--- src/rtl/uart_tx_fifo_seq.sv ---
// uart_tx_fifo_seq
// Byte FIFO feeding a UART transmitter, plus a small launch sequencer that
// pops one byte at a time, pulses uart_tx_start and tracks the UART busy
// handshake. It flags a sequencing error if busy never rises after a launch.

module uart_tx_fifo_seq #(
  parameter int DEPTH    = 16,
  parameter int ADDR_W   = 4,
  parameter int BUSY_TMO = 4
) (
  input  logic              clk,
  input  logic              rst,
  input  logic [7:0]        wr_data,
  input  logic              wr_en,
  output logic              full,
  output logic              empty,
  output logic [ADDR_W:0]   count,
  output logic              overflow,
  output logic              seq_err,
  output logic [7:0]        uart_tx_data,
  output logic              uart_tx_start,
  input  logic              uart_tx_busy
);

  // Timer only needs to count 0..BUSY_TMO-1 while waiting for busy.
  localparam int TMO_W = (BUSY_TMO > 2) ? $clog2(BUSY_TMO) : 1;

  typedef enum logic [1:0] {
    IDLE      = 2'd0,
    START     = 2'd1,
    WAIT_BUSY = 2'd2,
    WAIT_DONE = 2'd3
  } state_t;

  state_t              state_q, state_d;
  logic [7:0]          mem_q [DEPTH];
  logic [ADDR_W-1:0]   wr_ptr_q, rd_ptr_q;
  logic [ADDR_W:0]     count_q, count_d;
  logic [TMO_W-1:0]    tmo_q, tmo_d;
  logic                overflow_q;
  logic                seq_err_q;
  logic [7:0]          data_q;
  logic                full_s, empty_s, wr_ok_s, pop_s, tmo_hit_s;

  // Flags come straight from the registered occupancy count.
  assign full_s  = (count_q == (ADDR_W+1)'(DEPTH));
  assign empty_s = (count_q == {(ADDR_W+1){1'b0}});
  // A write while full is dropped, regardless of a same-cycle pop.
  assign wr_ok_s = wr_en & ~full_s;

  assign full          = full_s;
  assign empty         = empty_s;
  assign count         = count_q;
  assign overflow      = overflow_q;
  assign seq_err       = seq_err_q;
  assign uart_tx_data  = data_q;
  assign uart_tx_start = (state_q == START);

  // Sequencer next-state: pop in IDLE, pulse in START, then follow busy.
  always_comb begin
    state_d   = state_q;
    tmo_d     = tmo_q;
    pop_s     = 1'b0;
    tmo_hit_s = 1'b0;
    case (state_q)
      IDLE: begin
        if (!empty_s && !uart_tx_busy) begin
          pop_s   = 1'b1;
          state_d = START;
        end else begin
          state_d = IDLE;
        end
      end
      START: begin
        tmo_d   = {TMO_W{1'b0}};
        state_d = WAIT_BUSY;
      end
      WAIT_BUSY: begin
        if (uart_tx_busy) begin
          state_d = WAIT_DONE;
        end else if (tmo_q == TMO_W'(BUSY_TMO - 1)) begin
          // The launched byte is abandoned; the UART never acknowledged it.
          tmo_hit_s = 1'b1;
          state_d   = IDLE;
        end else begin
          tmo_d = tmo_q + TMO_W'(1);
        end
      end
      WAIT_DONE: begin
        if (!uart_tx_busy) begin
          state_d = IDLE;
        end else begin
          state_d = WAIT_DONE;
        end
      end
      default: state_d = IDLE;
    endcase
  end

  // Occupancy: write and pop in the same cycle cancel out.
  always_comb begin
    count_d = count_q;
    case ({wr_ok_s, pop_s})
      2'b10:   count_d = count_q + (ADDR_W+1)'(1);
      2'b01:   count_d = count_q - (ADDR_W+1)'(1);
      default: count_d = count_q;
    endcase
  end

  // Control state, pointers, launch data and sticky error flags.
  always_ff @(posedge clk or posedge rst) begin
    if (rst) begin
      state_q    <= IDLE;
      tmo_q      <= {TMO_W{1'b0}};
      count_q    <= {(ADDR_W+1){1'b0}};
      wr_ptr_q   <= {ADDR_W{1'b0}};
      rd_ptr_q   <= {ADDR_W{1'b0}};
      data_q     <= 8'h00;
      overflow_q <= 1'b0;
      seq_err_q  <= 1'b0;
    end else begin
      state_q <= state_d;
      tmo_q   <= tmo_d;
      count_q <= count_d;
      if (wr_ok_s) begin
        wr_ptr_q <= wr_ptr_q + ADDR_W'(1);
      end
      if (pop_s) begin
        rd_ptr_q <= rd_ptr_q + ADDR_W'(1);
        data_q   <= mem_q[rd_ptr_q];
      end
      if (wr_en && full_s) begin
        overflow_q <= 1'b1;
      end
      if (tmo_hit_s) begin
        seq_err_q <= 1'b1;
      end
    end
  end

  // Storage array; contents are don't-care after reset, so no reset here.
  always_ff @(posedge clk) begin
    if (wr_ok_s) begin
      mem_q[wr_ptr_q] <= wr_data;
    end
  end

endmodule

--- config.mk ---
export PLATFORM = sky130hd
export DESIGN_NAME = uart_tx_fifo_seq
export DESIGN_NICKNAME = d
export VERILOG_FILES = /design/src/rtl/uart_tx_fifo_seq.sv
export SDC_FILE = /design/constraint.sdc
export NUM_CORES = 1
export LEC_CHECK = 0
export CAP_MARGIN = 20
export CORE_MARGIN = 2
export CORE_UTILIZATION = 38
export DETAILED_ROUTE_END_ITERATION = 7
export SYNTH_ARGS = -nofsm -noshare
export SYNTH_HDL_FRONTEND = slang
export SYNTH_SLANG_ARGS = --single-unit
--- constraint.sdc ---
create_clock -name clk -period 2.76 [get_ports clk]
set_input_delay 0.552 -clock clk [delete_from_list [all_inputs] [get_ports clk]]
set_output_delay 0.552 -clock clk [all_outputs]
set_load 0.005 [all_outputs]
## Yosys cells after proc, flatten, opt, wreduce, memory -nomap -nowiden

Memories as Yosys holds them, arrays and structs flattened. A register that Yosys moved wholly into a read port is not among the register bits.
Cells that the tools add are included.

| word-level totals | value |
|---|---|
| register bits after elaboration | 19 |
| bits in latches | 0 |
| RAM bits | 128 |
| memory bits (read-only) | 0 |
| bits of input ports | 12 |
| output and inout port bits | 18 |
| word-level logic and storage cells | 50 |
| memories | 1 |

| cells by class | value |
|---|---|
| $add $sub $neg | 5 |
| $mul | 0 |
| div/mod/pow operators | 0 |
| magnitude comparators | 0 |
| eq/ne operators | 10 |
| shift operators | 0 |
| muxes and demuxes | 16 |
| bitwise logic cells | 2 |
| reductions and logical operators | 9 |

Memories:

| name | words | width | rd ports | clocked after memory_dff | write ports | RTL line | source |
|---|---|---|---|---|---|---|---|
| mem_q | 16 | 8 | 1 | 1 | 1 | 36 | `logic [7:0] mem_q [DEPTH];` |

Operators with widths:

| cell | count |
|---|---|
| 2-bit 2-to-1 mux | 5 |
| 5-bit case mux with 2 select lines | 1 |
| 4-bit by 1-bit adder with 4-bit output, second input constant | 2 |
| 2-bit equality test, second input constant | 4 |
| 1-bit 2-to-1 mux | 8 |
| 2-bit case mux with 4 select lines | 1 |
| 5-bit by 1-bit adder with 5-bit output, second input constant | 1 |
| 5-bit equality test, second input constant | 1 |
| 5-bit zero test | 1 |
| 5-bit by 1-bit subtractor with 5-bit output, second input constant | 1 |
| 2-bit by 1-bit equality test with 1-bit output, second input constant | 2 |
| 2-bit != test, second input constant | 2 |
| 2-bit case mux with 2 select lines | 1 |
| 2-bit nonzero test | 2 |
| 3-bit != test, second input constant | 1 |
| 3-bit AND reduction | 1 |
| 2-bit by 1-bit adder with 2-bit output, second input constant | 1 |
| 1-bit logical AND | 2 |
| 1-bit zero test | 2 |
| 2-bit zero test | 1 |
| 1-bit bitwise AND | 1 |
| 1-bit NOT | 1 |

## Depth between registers and ports, before layout

Gate-level depths: netlist of run 1.

| logic depth | value |
|---|---|
| depth in word-level cells | 7 |
| gate-level depth with buffers | 13 |
| depth with buffers taken out | 12 |

## Least setup slack after synthesis of run 1

Ideal clock, no wire load.

| timing | value |
|---|---|
| path type | reg2reg |
| from | register state_q[0] |
| to | register count_q[4] (netlist: count[4]) |
| library setup time | 0.124 ns |
| arrival time | 2.806 ns |
| required time | 2.636 ns |
| slack | -0.170 ns |
| stages on the path, launching flop included | 14 |
| path buffers | 1 |
| period minus slack after synthesis | 2.930 ns |
| cell sequence | dfrtp_1 inv_1 ha_1 nand2b_1 a21oi_1 clkbuf_1 ha_1 inv_1 fa_1 nor2b_1 o21ai_0 nand3_1 or3b_2 xnor2_1 |

| between the ends | value |
|---|---|
| cells in the longest elaborated chain, start to end | 4 |
| elaborated cells between the ends (all ways) | 6 |
| those cells by class | eq/ne (2); mux (2); reduce/logical (2) |

RTL lines:

| item | RTL line | source |
|---|---|---|
| from (decl) | 35 | `state_t state_q, state_d;` |
| from (signal assigned) | 122 | `state_q <= state_d;` |
| 2-bit zero test * | 65 | `case (state_q)` |
| 1-bit 2-to-1 mux * | 65 |  |
| net pop_s | 43 | `logic full_s, empty_s, wr_ok_s, pop_s, tmo_hit_s;` |
| 2-bit by 1-bit equality test with 1-bit output / 2-bit equality test (equally long branches) | 103 | `case ({wr_ok_s, pop_s})` |
| 5-bit case mux with 2 select lines / 2-bit nonzero test (equally long branches) | - |  |
| to (signal assigned) | 115 | `count_q <= {(ADDR_W+1){1'b0}};` |
| to (signal assigned) | 124 | `count_q <= count_d;` |
| to (decl) | 38 | `logic [ADDR_W:0] count_q, count_d;` |

The timed path passes the listed nets; every way through them passes the cells marked *.
A chain may end at the register's enable or synchronous reset.

## Final worst setup path of run 1

| timing | value |
|---|---|
| from | register count_q[0] (netlist: count[0]) |
| to | register count_q[4] (netlist: count[4]) |

| between the ends | value |
|---|---|
| cells in the longest elaborated chain, start to end | 7 |
| elaborated cells between the ends (all ways) | 14 |
| those cells by class | add/sub (2); eq/ne (3); mux (3); bitwise (2); reduce/logical (4) |

RTL lines:

| item | RTL line | source |
|---|---|---|
| 5-bit zero test | 47 | `assign empty_s = (count_q == {(ADDR_W+1){1'b0}});` |
| 1-bit zero test | 67 | `if (!empty_s && !uart_tx_busy) begin` |
| 1-bit logical AND | 67 |  |
| 1-bit 2-to-1 mux | 67 |  |
| 1-bit 2-to-1 mux | 65 |  |
| 2-bit by 1-bit equality test with 1-bit output / 2-bit equality test (equally long branches) | 103 |  |
| 5-bit case mux with 2 select lines / 2-bit nonzero test (equally long branches) | - |  |

Parallel ways exist; a longest one is shown, timed or not.

==> impl_metrics.json, run 1 <==
{
  "nNetsFinal": 440,
  "area_delta_synth_final_pct": 21.21,
  "final-setup-viol-count": 0,
  "grt_pass1_wl_mm": 19.42,
  "grt_antenna_before_repair": 0,
  "drv_slew": 0,
  "fin_ws_ns": 0.1865,
  "portBuffers": 29,
  "syn_nets": 373,
  "min_period_over_period": 0.9324,
  "final_util": 0.4663,
  "track_usage": 0.1497,
  "fin_cells": 645,
  "routed_wl_mm": 12.35,
  "crit_arrival_ns": 2.87,
  "yosys.area.top_type": "edfxtp_1",
  "gp_congestion": 0.7748,
  "cts.path.max_buffers": 2,
  "dp.cells": 611,
  "synth.distinct_cells": 35,
  "viasPerCell": 5.102,
  "die_y_um": 133.1,
  "cts_buffers": 17,
  "busiest_layer": "met2",
  "status": "finished, final reports clean",
  "diodes": 0,
  "drc": 0,
  "cts_max_level": 4,
  "r2r_slack_ns": 0.19,
  "crit_required_ns": 3.06,
  "ys.flop_type": "edfxtp_1",
  "crit_type": "flop to flop",
  "ys_seq_elements": 155,
  "grt_max_degree": 24,
  "cts.hold.buffers_added": 0,
  "ir_worst_vdd_mv": 0.5926,
  "p_leak_nw": 2.711,
  "grt_overflow": 0,
  "rsz0062_at_grt": "false",
  "critPathMaxStageDelay_ns": 0.41,
  "synth_top_cell_area_share": 0.6068,
  "initial_utilization": 0.3847,
  "final_cell_area_um2": 7679,
  "min_path_type": "flop to flop",
  "fmax_ghz": 0.3886,
  "slowest_stage": "dfrtp_1",
  "r2r_end": "count[4]",
  "synth-edff-count": 128,
  "die_area_um2": 17720,
  "power.total_mw": 7.817,
  "use_met3": 0.04072,
  "maxSlewHeadroom": 0.4530,
  "drtIter0Drc": 203,
  "syn_area_um2": 6335,
  "layout_commonest_cell": "edfxtp_1",
  "post_drt_wl_per_cell_um": 19.15,
  "floorplan.rows": 47,
  "yosys-top-cells-area": "edfxtp_1, dfrtp_1, mux4_2",
  "avgSynthCellArea_um2": 18.36,
  "ys_seq_area_frac": 0.7134,
  "synthesis.instances": 345,
  "grt_pass1_vias": 3410,
  "path_max_fanout": 3,
  "drtPass1Iterations": 4,
  "cts_root_buffer": "clkbuf_16",
  "worstPathCellList": "nor4_4, nand2_1, and2_4, inv_1, ha_2, inv_2, fa_2, nor2b_2, o21ai_2, nand3_1, or3b_4, xnor2_1",
  "gr-usage-met1": 0.1912,
  "hold_viol_final": 0,
  "fin_skew_ns": 0.007021,
  "clk_pin_slew_ns": 0.06,
  "r2r_start": "count[0]",
  "worstMarginPinSlew_ns": 0.8195,
  "die_w_um": 133.1,
  "min_from": "overflow",
  "final_cell_mix": "edfxtp_1, buf_4, clkdlybuf4s50_1",
  "pre_cts_slack_ns": -0.1384,
  "ios": 30,
  "tritoncts": "yes",
  "min_period_ns": 2.573,
  "power_density_nw_per_um2": 1018,
  "async_reset_ff_frac": 0.1742,
  "dp_hpwl_mm": 8.060,
  "yosysWarningCount": 0,
  "critPathLaunchType": "flop",
  "fill_cells": 1403,
  "maxCapViolCount": 0,
  "ant_nets": 0,
  "reg2reg_depth": 12,
  "post_dp_cell_area_um2": 7092,
  "clock-sinks": 155,
  "met2_usage": 0.2545,
  "end_kind": "flop",
  "layout-drive-gt1-share": 0.2471,
  "clk_latency_ns": 0.42,
  "hold_depth": 1,
  "core_area_um2": 16470,
  "vias": 3291,
  "hold_end": "overflow"
}
[how the worst max path moves through the flow]
stage / startpoint / to / depth (start not counted)
2_1_floorplan: count[3] / count[4] / 13
3_3_place_gp: uart_tx_busy / count[4] / 11
3_5_place_dp: uart_tx_busy / count[4] / 11
4_1_cts: count[3] / count[4] / 12
5_1_grt: count[0] / count[4] / 12
6_report: count[0] / count[4] / 12
[timing repair]
| item | in CTS | in global routing |
|---|---|---|
| resized for setup | 0 | 7 |
| setup buffers | 0 | 2 |
| endpoints found under the setup margin | 0 | 1 |
[state kept, by name (all words and copies together), names as in the netlist]
register / count
state_q: 2
seq_err: 1
uart_tx_data: 8
overflow: 1
count: 5
tmo_q: 2
wr_ptr_q: 4
rd_ptr_q: 4
mem_q: 128
[cell type report]
cell class / count / area [um^2] / share of cell area
Clock buffer: 20 / 436.7 / 0.05687
Clock inverter: 12 / 115.1 / 0.01499
Inverter: 14 / 52.55 / 0.006844
Multi-Input combinational cell: 159 / 1693 / 0.2205
Sequential cell: 155 / 4521 / 0.5887
Tap cell: 220 / 275.3 / 0.03585
Timing Repair Buffer: 65 / 585.6 / 0.07626
[critical path: cells and delay by family (launching register included)]
kind	cells	cell delay, ns
buf+inv	2	0.11
xor+xnor	1	0.12
compound gates	1	0.07
flops	1	0.41
fa+ha+maj	2	0.59
simple gates	6	1.15
[report_power, final]
part / switching (mW) / internal, mW / leakage (nW)
Clock: 0.915 / 1.25 / 0.269
Sequential: 0.325 / 2.93 / 1.47
Combinational: 1.09 / 1.30 / 0.969
Total: 2.33 / 5.48 / 2.71
[layer usage]
layer | share of wire | routed length, um
met5 | 0 | 0
met4 | 0.0076 | 94
met3 | 0.055 | 675
met2 | 0.53 | 6512
met1 | 0.41 | 5066
[per-stage QoR]
stage	setup TNS, ns	hold slack (ns)
after CTS	0	0.4720
after floorplan	0	0.4510
final	0	0.4693
after detailed placement	-0.1384	0.4590
after global placement	-0.1168	0.4451
after global routing	0	0.4916
[cells in the mapped netlist (all sizes together), types with 8 or more instances]
cell type,number
a21oi,11
buf,12
dfrtp,27
edfxtp,128
ha,15
inv,14
mux2,9
mux4,32
nand2,14
nor2,14
o21ai,9
o22ai,16
xnor2,8
[cells by family (layout without fill, tap and decap cells)]
family | after synthesis | in the layout | share of synthesized area
adder cells (fa/ha/maj) | 16 | 16 | 0.03279
AND/OR/NAND/NOR | 48 | 48 | 0.03536
multiplexers | 42 | 42 | 0.1390
AO/OA/AOI/OAI | 42 | 42 | 0.03930
XOR/XNOR | 11 | 11 | 0.01521
buffers and inverters | 31 | 111 | 0.02489
flip-flops | 155 | 155 | 0.7134
No activity file was read; power rests on OpenSTA's default activity.
==> inputs of run 2 (changes only) <==
- ABC_CLOCK_PERIOD_IN_PS: default -> 2760
- SETUP_SLACK_MARGIN: default -> 0.15
==> impl_metrics.json, run 2 (synthesis results as in run 1) <==
{
  "min_period_over_period": 0.9268,
  "fin_tns_setup_ns": 0,
  "hold_depth": 1,
  "crit_arrival_ns": 2.86,
  "r2r_slack_ns": 0.20,
  "routed_wl_mm": 11.93,
  "viasPerCell": 5.084,
  "dp.cells": 606,
  "drc": 0,
  "critPathLaunchType": "flop",
  "min_from": "seq_err",
  "initial_utilization": 0.3847,
  "ios": 30,
  "area_delta_synth_final_pct": 19.89,
  "path_max_fanout": 3,
  "floorplan.rows": 47,
  "post_drt_wl_per_cell_um": 18.61,
  "grt_pass1_vias": 3433,
  "fmax_ghz": 0.3910,
  "portBuffers": 29,
  "power_density_nw_per_um2": 997.9,
  "diodes": 0,
  "layout-drive-gt1-share": 0.2399,
  "ant_nets": 0,
  "final_util": 0.4612,
  "power.total_mw": 7.579,
  "drtIter0Drc": 212,
  "intPower_mw": 5.322,
  "rsz0062_at_grt": "true",
  "min_period_ns": 2.558,
  "drv_slew": 0,
  "gp_congestion": 0.7237,
  "clk_latency_ns": 0.42,
  "p_seq_frac": 0.431,
  "cts.hold.buffers_added": 0,
  "status": "finished, final reports clean",
  "hold_end": "seq_err",
  "tritoncts": "yes",
  "grt_antenna_before_repair": 0,
  "cts_max_level": 4,
  "vias": 3259,
  "top_register": "mem_q",
  "post_dp_cell_area_um2": 7051,
  "hold_viol_final": 0,
  "maxSlewHeadroom": 0.4857,
  "cts_root_buffer": "clkbuf_16",
  "power_frac_comb": 0.303,
  "largest_register_ffs": 128,
  "end_kind": "flop",
  "clk_pin_slew_ns": 0.06,
  "r2r_start": "count[1]",
  "min_path_type": "flop to flop",
  "final_cell_area_um2": 7595,
  "final-setup-viol-count": 0,
  "maxCapViolCount": 0,
  "layout_commonest_cell": "edfxtp_1",
  "crit_type": "flop to flop",
  "clock-sinks": 155,
  "pre_cts_slack_ns": -0.04690,
  "core_area_um2": 16470,
  "nNetsFinal": 437,
  "fill_cells": 1430,
  "netSwitchingPower_mw": 2.257,
  "grt_pass1_wl_mm": 18.89,
  "grt_max_degree": 22,
  "worstMarginPinSlew_ns": 0.7705,
  "clkPwrFrac": 0.266,
  "fin_cells": 641,
  "r2r_end": "count[4]",
  "die_w_um": 133.1,
  "die_y_um": 133.1,
  "ir_worst_vdd_mv": 0.5047,
  "final_cell_mix": "edfxtp_1, buf_4, clkdlybuf4s50_1",
  "drtPass1Iterations": 4,
  "p_leak_nw": 2.661,
  "dp_hpwl_mm": 7.774,
  "cts_buffers": 17,
  "die_area_um2": 17720,
  "fin_skew_ns": 0.008418,
  "swShare": 0.2978,
  "hold_ws_ns": 0.4883,
  "crit_required_ns": 3.06,
  "reg2reg_depth": 12,
  "cts.path.max_buffers": 2,
  "fin_ws_ns": 0.2022,
  "grt_overflow": 0,
  "track_usage": 0.1460
}
## run 2: worst max path at each step
stage	start	end	slack, ns
2_1_floorplan	count[3]	count[4]	0.18
3_3_place_gp	uart_tx_busy	count[4]	-0.01
3_5_place_dp	uart_tx_busy	count[4]	-0.05
4_1_cts	count[1]	count[4]	0.15
5_1_grt	count[1]	count[4]	0.13
6_report	count[1]	count[4]	0.20
## run 2: worst max-delay path, stage by stage, from the launching register on
cell and delay (ns):
dfrtp_2 0.43, nor4_4 0.35, nand2_1 0.13, and2_4 0.16, inv_2 0.06, ha_4 0.14
inv_2 0.04, fa_2 0.34, nor2b_1 0.12, o21ai_1 0.08, nand3_1 0.08, or3b_4 0.37
xnor2_1 0.13
## run 2: layout make-up
| type | instances | area [um^2] | share of cell area |
|---|---|---|---|
| Sequential cell | 155 | 4523 | 0.5956 |
| Multi-Input combinational cell | 159 | 1697 | 0.2234 |
| Timing Repair Buffer | 62 | 538.0 | 0.07084 |
| Clock buffer | 21 | 440.4 | 0.05799 |
| Tap cell | 220 | 275.3 | 0.03624 |
| Clock inverter | 10 | 68.82 | 0.009061 |
| Inverter | 14 | 52.55 | 0.006919 |
## run 2: repair_timing
| item | 4_1_cts | 5_1_grt |
|---|---|---|
| resized for setup | 1 | 2 |
| gates cloned | 0 | 0 |
| pin swaps | 1 | 4 |
| buffers inserted | 1 | 3 |
| setup endpoints to repair | 1 | 1 |
## run 2: power groups by stage
stage          logic, mW  clock network (mW)  registers (mW)
2_1_floorplan       1.67                   0            3.14
3_3_place_gp        2.25                   0            3.30
3_5_place_dp        2.29                   0            3.33
4_1_cts             2.32                2.07            3.28
5_1_grt             2.54                2.17            3.32
6_report            2.29                2.01            3.27
## run 2: layer usage
| metal | vias up | track usage | share of wire |
|---|---|---|---|
| met5 | - | 0 | 0 |
| li1 | 1488 | - | - |
| met2 | 78 | 0.2389 | 0.51 |
| met3 | 12 | 0.04566 | 0.049 |
| met4 | 0 | 0.04610 | 0.0093 |
| met1 | 1681 | 0.1880 | 0.43 |
==> inputs of run 3 (changes only) <==
- CORE_MARGIN: 2 -> 4
==> impl_metrics.json, run 3 (synthesis results as in run 1) <==
{
  "fmax_ghz": 0.3958,
  "hold_ws_ns": 0.4665,
  "final_cell_mix": "edfxtp_1, clkdlybuf4s50_1, buf_4",
  "clock-sinks": 155,
  "portBuffers": 29,
  "fin_cells": 633,
  "core_area_um2": 16120,
  "critPathLaunchType": "flop",
  "maxSlewHeadroom": 0.6041,
  "post_drt_wl_per_cell_um": 19.10,
  "die_y_um": 137.1,
  "dp.cells": 599,
  "ios": 30,
  "crit_type": "flop to output port",
  "power_density_nw_per_um2": 1017,
  "layout-drive-gt1-share": 0.2398,
  "fin_skew_ns": 0.006829,
  "path_max_fanout": 4,
  "largest_register_ffs": 128,
  "clk_latency_ns": 0.42,
  "gp_congestion": 0.7449,
  "fill_cells": 1390,
  "post_dp_cell_area_um2": 7036,
  "min_period_ns": 2.526,
  "ir_worst_vdd_mv": 0.6199,
  "slowest_stage": "clkdlybuf4s50_1",
  "dp_hpwl_mm": 7.675,
  "drv_slew": 0,
  "viasPerCell": 5.152,
  "routed_wl_mm": 12.09,
  "min_period_over_period": 0.9154,
  "tritoncts": "yes",
  "die_area_um2": 18800,
  "cts_max_level": 4,
  "fin_tns_setup_ns": 0,
  "maxCapViolCount": 0,
  "layout_commonest_cell": "edfxtp_1",
  "min_path_type": "flop to flop",
  "area_delta_synth_final_pct": 20.24,
  "crit_arrival_ns": 1.97,
  "ant_nets": 0,
  "p_leak_nw": 2.662,
  "multiInputGateArea_um2": 1704,
  "final_cell_area_um2": 7617,
  "cts.path.max_buffers": 2,
  "initial_utilization": 0.3931,
  "floorplan.rows": 46,
  "worstMarginPinSlew_ns": 0.5920,
  "cts_buffers": 17,
  "end_kind": "output port",
  "power.total_mw": 7.751,
  "drc": 0,
  "grt_max_degree": 28,
  "grt_pass1_wl_mm": 19.00,
  "top_register": "mem_q",
  "crit_required_ns": 2.21,
  "rsz0062_at_grt": "true",
  "grt_pass1_vias": 3319,
  "clk_pin_slew_ns": 0.06,
  "track_usage": 0.1416,
  "vias": 3261,
  "drtIter0Drc": 206,
  "grt_overflow": 0,
  "grt_antenna_before_repair": 0,
  "critPathMaxStageDelay_ns": 0.51,
  "diodes": 0,
  "final-setup-viol-count": 0,
  "cts_root_buffer": "clkbuf_16",
  "nNetsFinal": 432,
  "status": "finished, final reports clean",
  "seqCellArea_um2": 4524,
  "hold_viol_final": 0,
  "worstPathCellList": "nor4_4, buf_4, and2_1, clkdlybuf4s50_1",
  "die_w_um": 137.1,
  "drtPass1Iterations": 4
}
[run 3: changes by cell type in the layout (fill, tap and decap cells not counted), moves of 2 or more]
cell and change:
buf_4 -6, clkbuf_1 -2, clkinv_2 -2, clkinv_4 +2
[run 3: power breakdown]
part / internal, mW / switching (mW) / total (mW)
combinational: 1.25 / 1.04 / 2.29
clock: 1.25 / 0.928 / 2.17
sequential: 2.93 / 0.358 / 3.29
[run 3: area by class of cell]
class / instances / share of cell area
well taps: 216 / 0.03548
flip-flops and latches: 155 / 0.5940
repair buffers: 57 / 0.06735
clock buffers: 19 / 0.05683
multi-input cells: 159 / 0.2237
inverters: 14 / 0.006899
clock inverters: 13 / 0.01577
[run 3: layer usage]
metal / track usage / routed length (um) / vias up / part of all wire
met1: 0.1878 / 5247 / 1688 / 0.43
met2: 0.2248 / 6064 / 78 / 0.50
met5: 0 / 0 / - / 0
met4: 0.05488 / 140 / 0 / 0.012
met3: 0.03640 / 639 / 12 / 0.053
li1: - / - / 1483 / -
[run 3: worst paths after layout]
path	to	from	cells after the start	slack, ns
max in group asynchronous	count[1]	rst	3	1.95
hold reg to reg	overflow	overflow	1	0.47
min in group asynchronous	tmo_q[0]	rst	3	0.51
setup / recovery	empty	count[3]	4	0.23
hold / removal	overflow	overflow	1	0.47
setup reg to reg	count[4]	count[3]	11	0.24
[run 3: stage by stage]
step,setup WS (ns),util
2_1_floorplan,0.1783,-
3_3_place_gp,-0.02443,0.4366
3_5_place_dp,-0.04711,0.4366
4_1_cts,0.1540,0.4714
5_1_grt,0.07626,0.4727
6_report,0.2336,0.4727
[run 3: repair_timing]
item / CTS / global route
setup buffers: 1 / 1
pin swaps: 1 / 5
endpoints found under the setup margin: 1 / 1
gates resized for setup: 1 / 4
hold buffers: 0 / 0
gates cloned: 0 / 0
[run 3: worst max-delay path, delay by kind of cell, from the launching register on]
family	cells	cell delay, ns
buffers and inverters	2	0.66
flip-flops	1	0.44
AND/OR/NAND/NOR	2	0.45
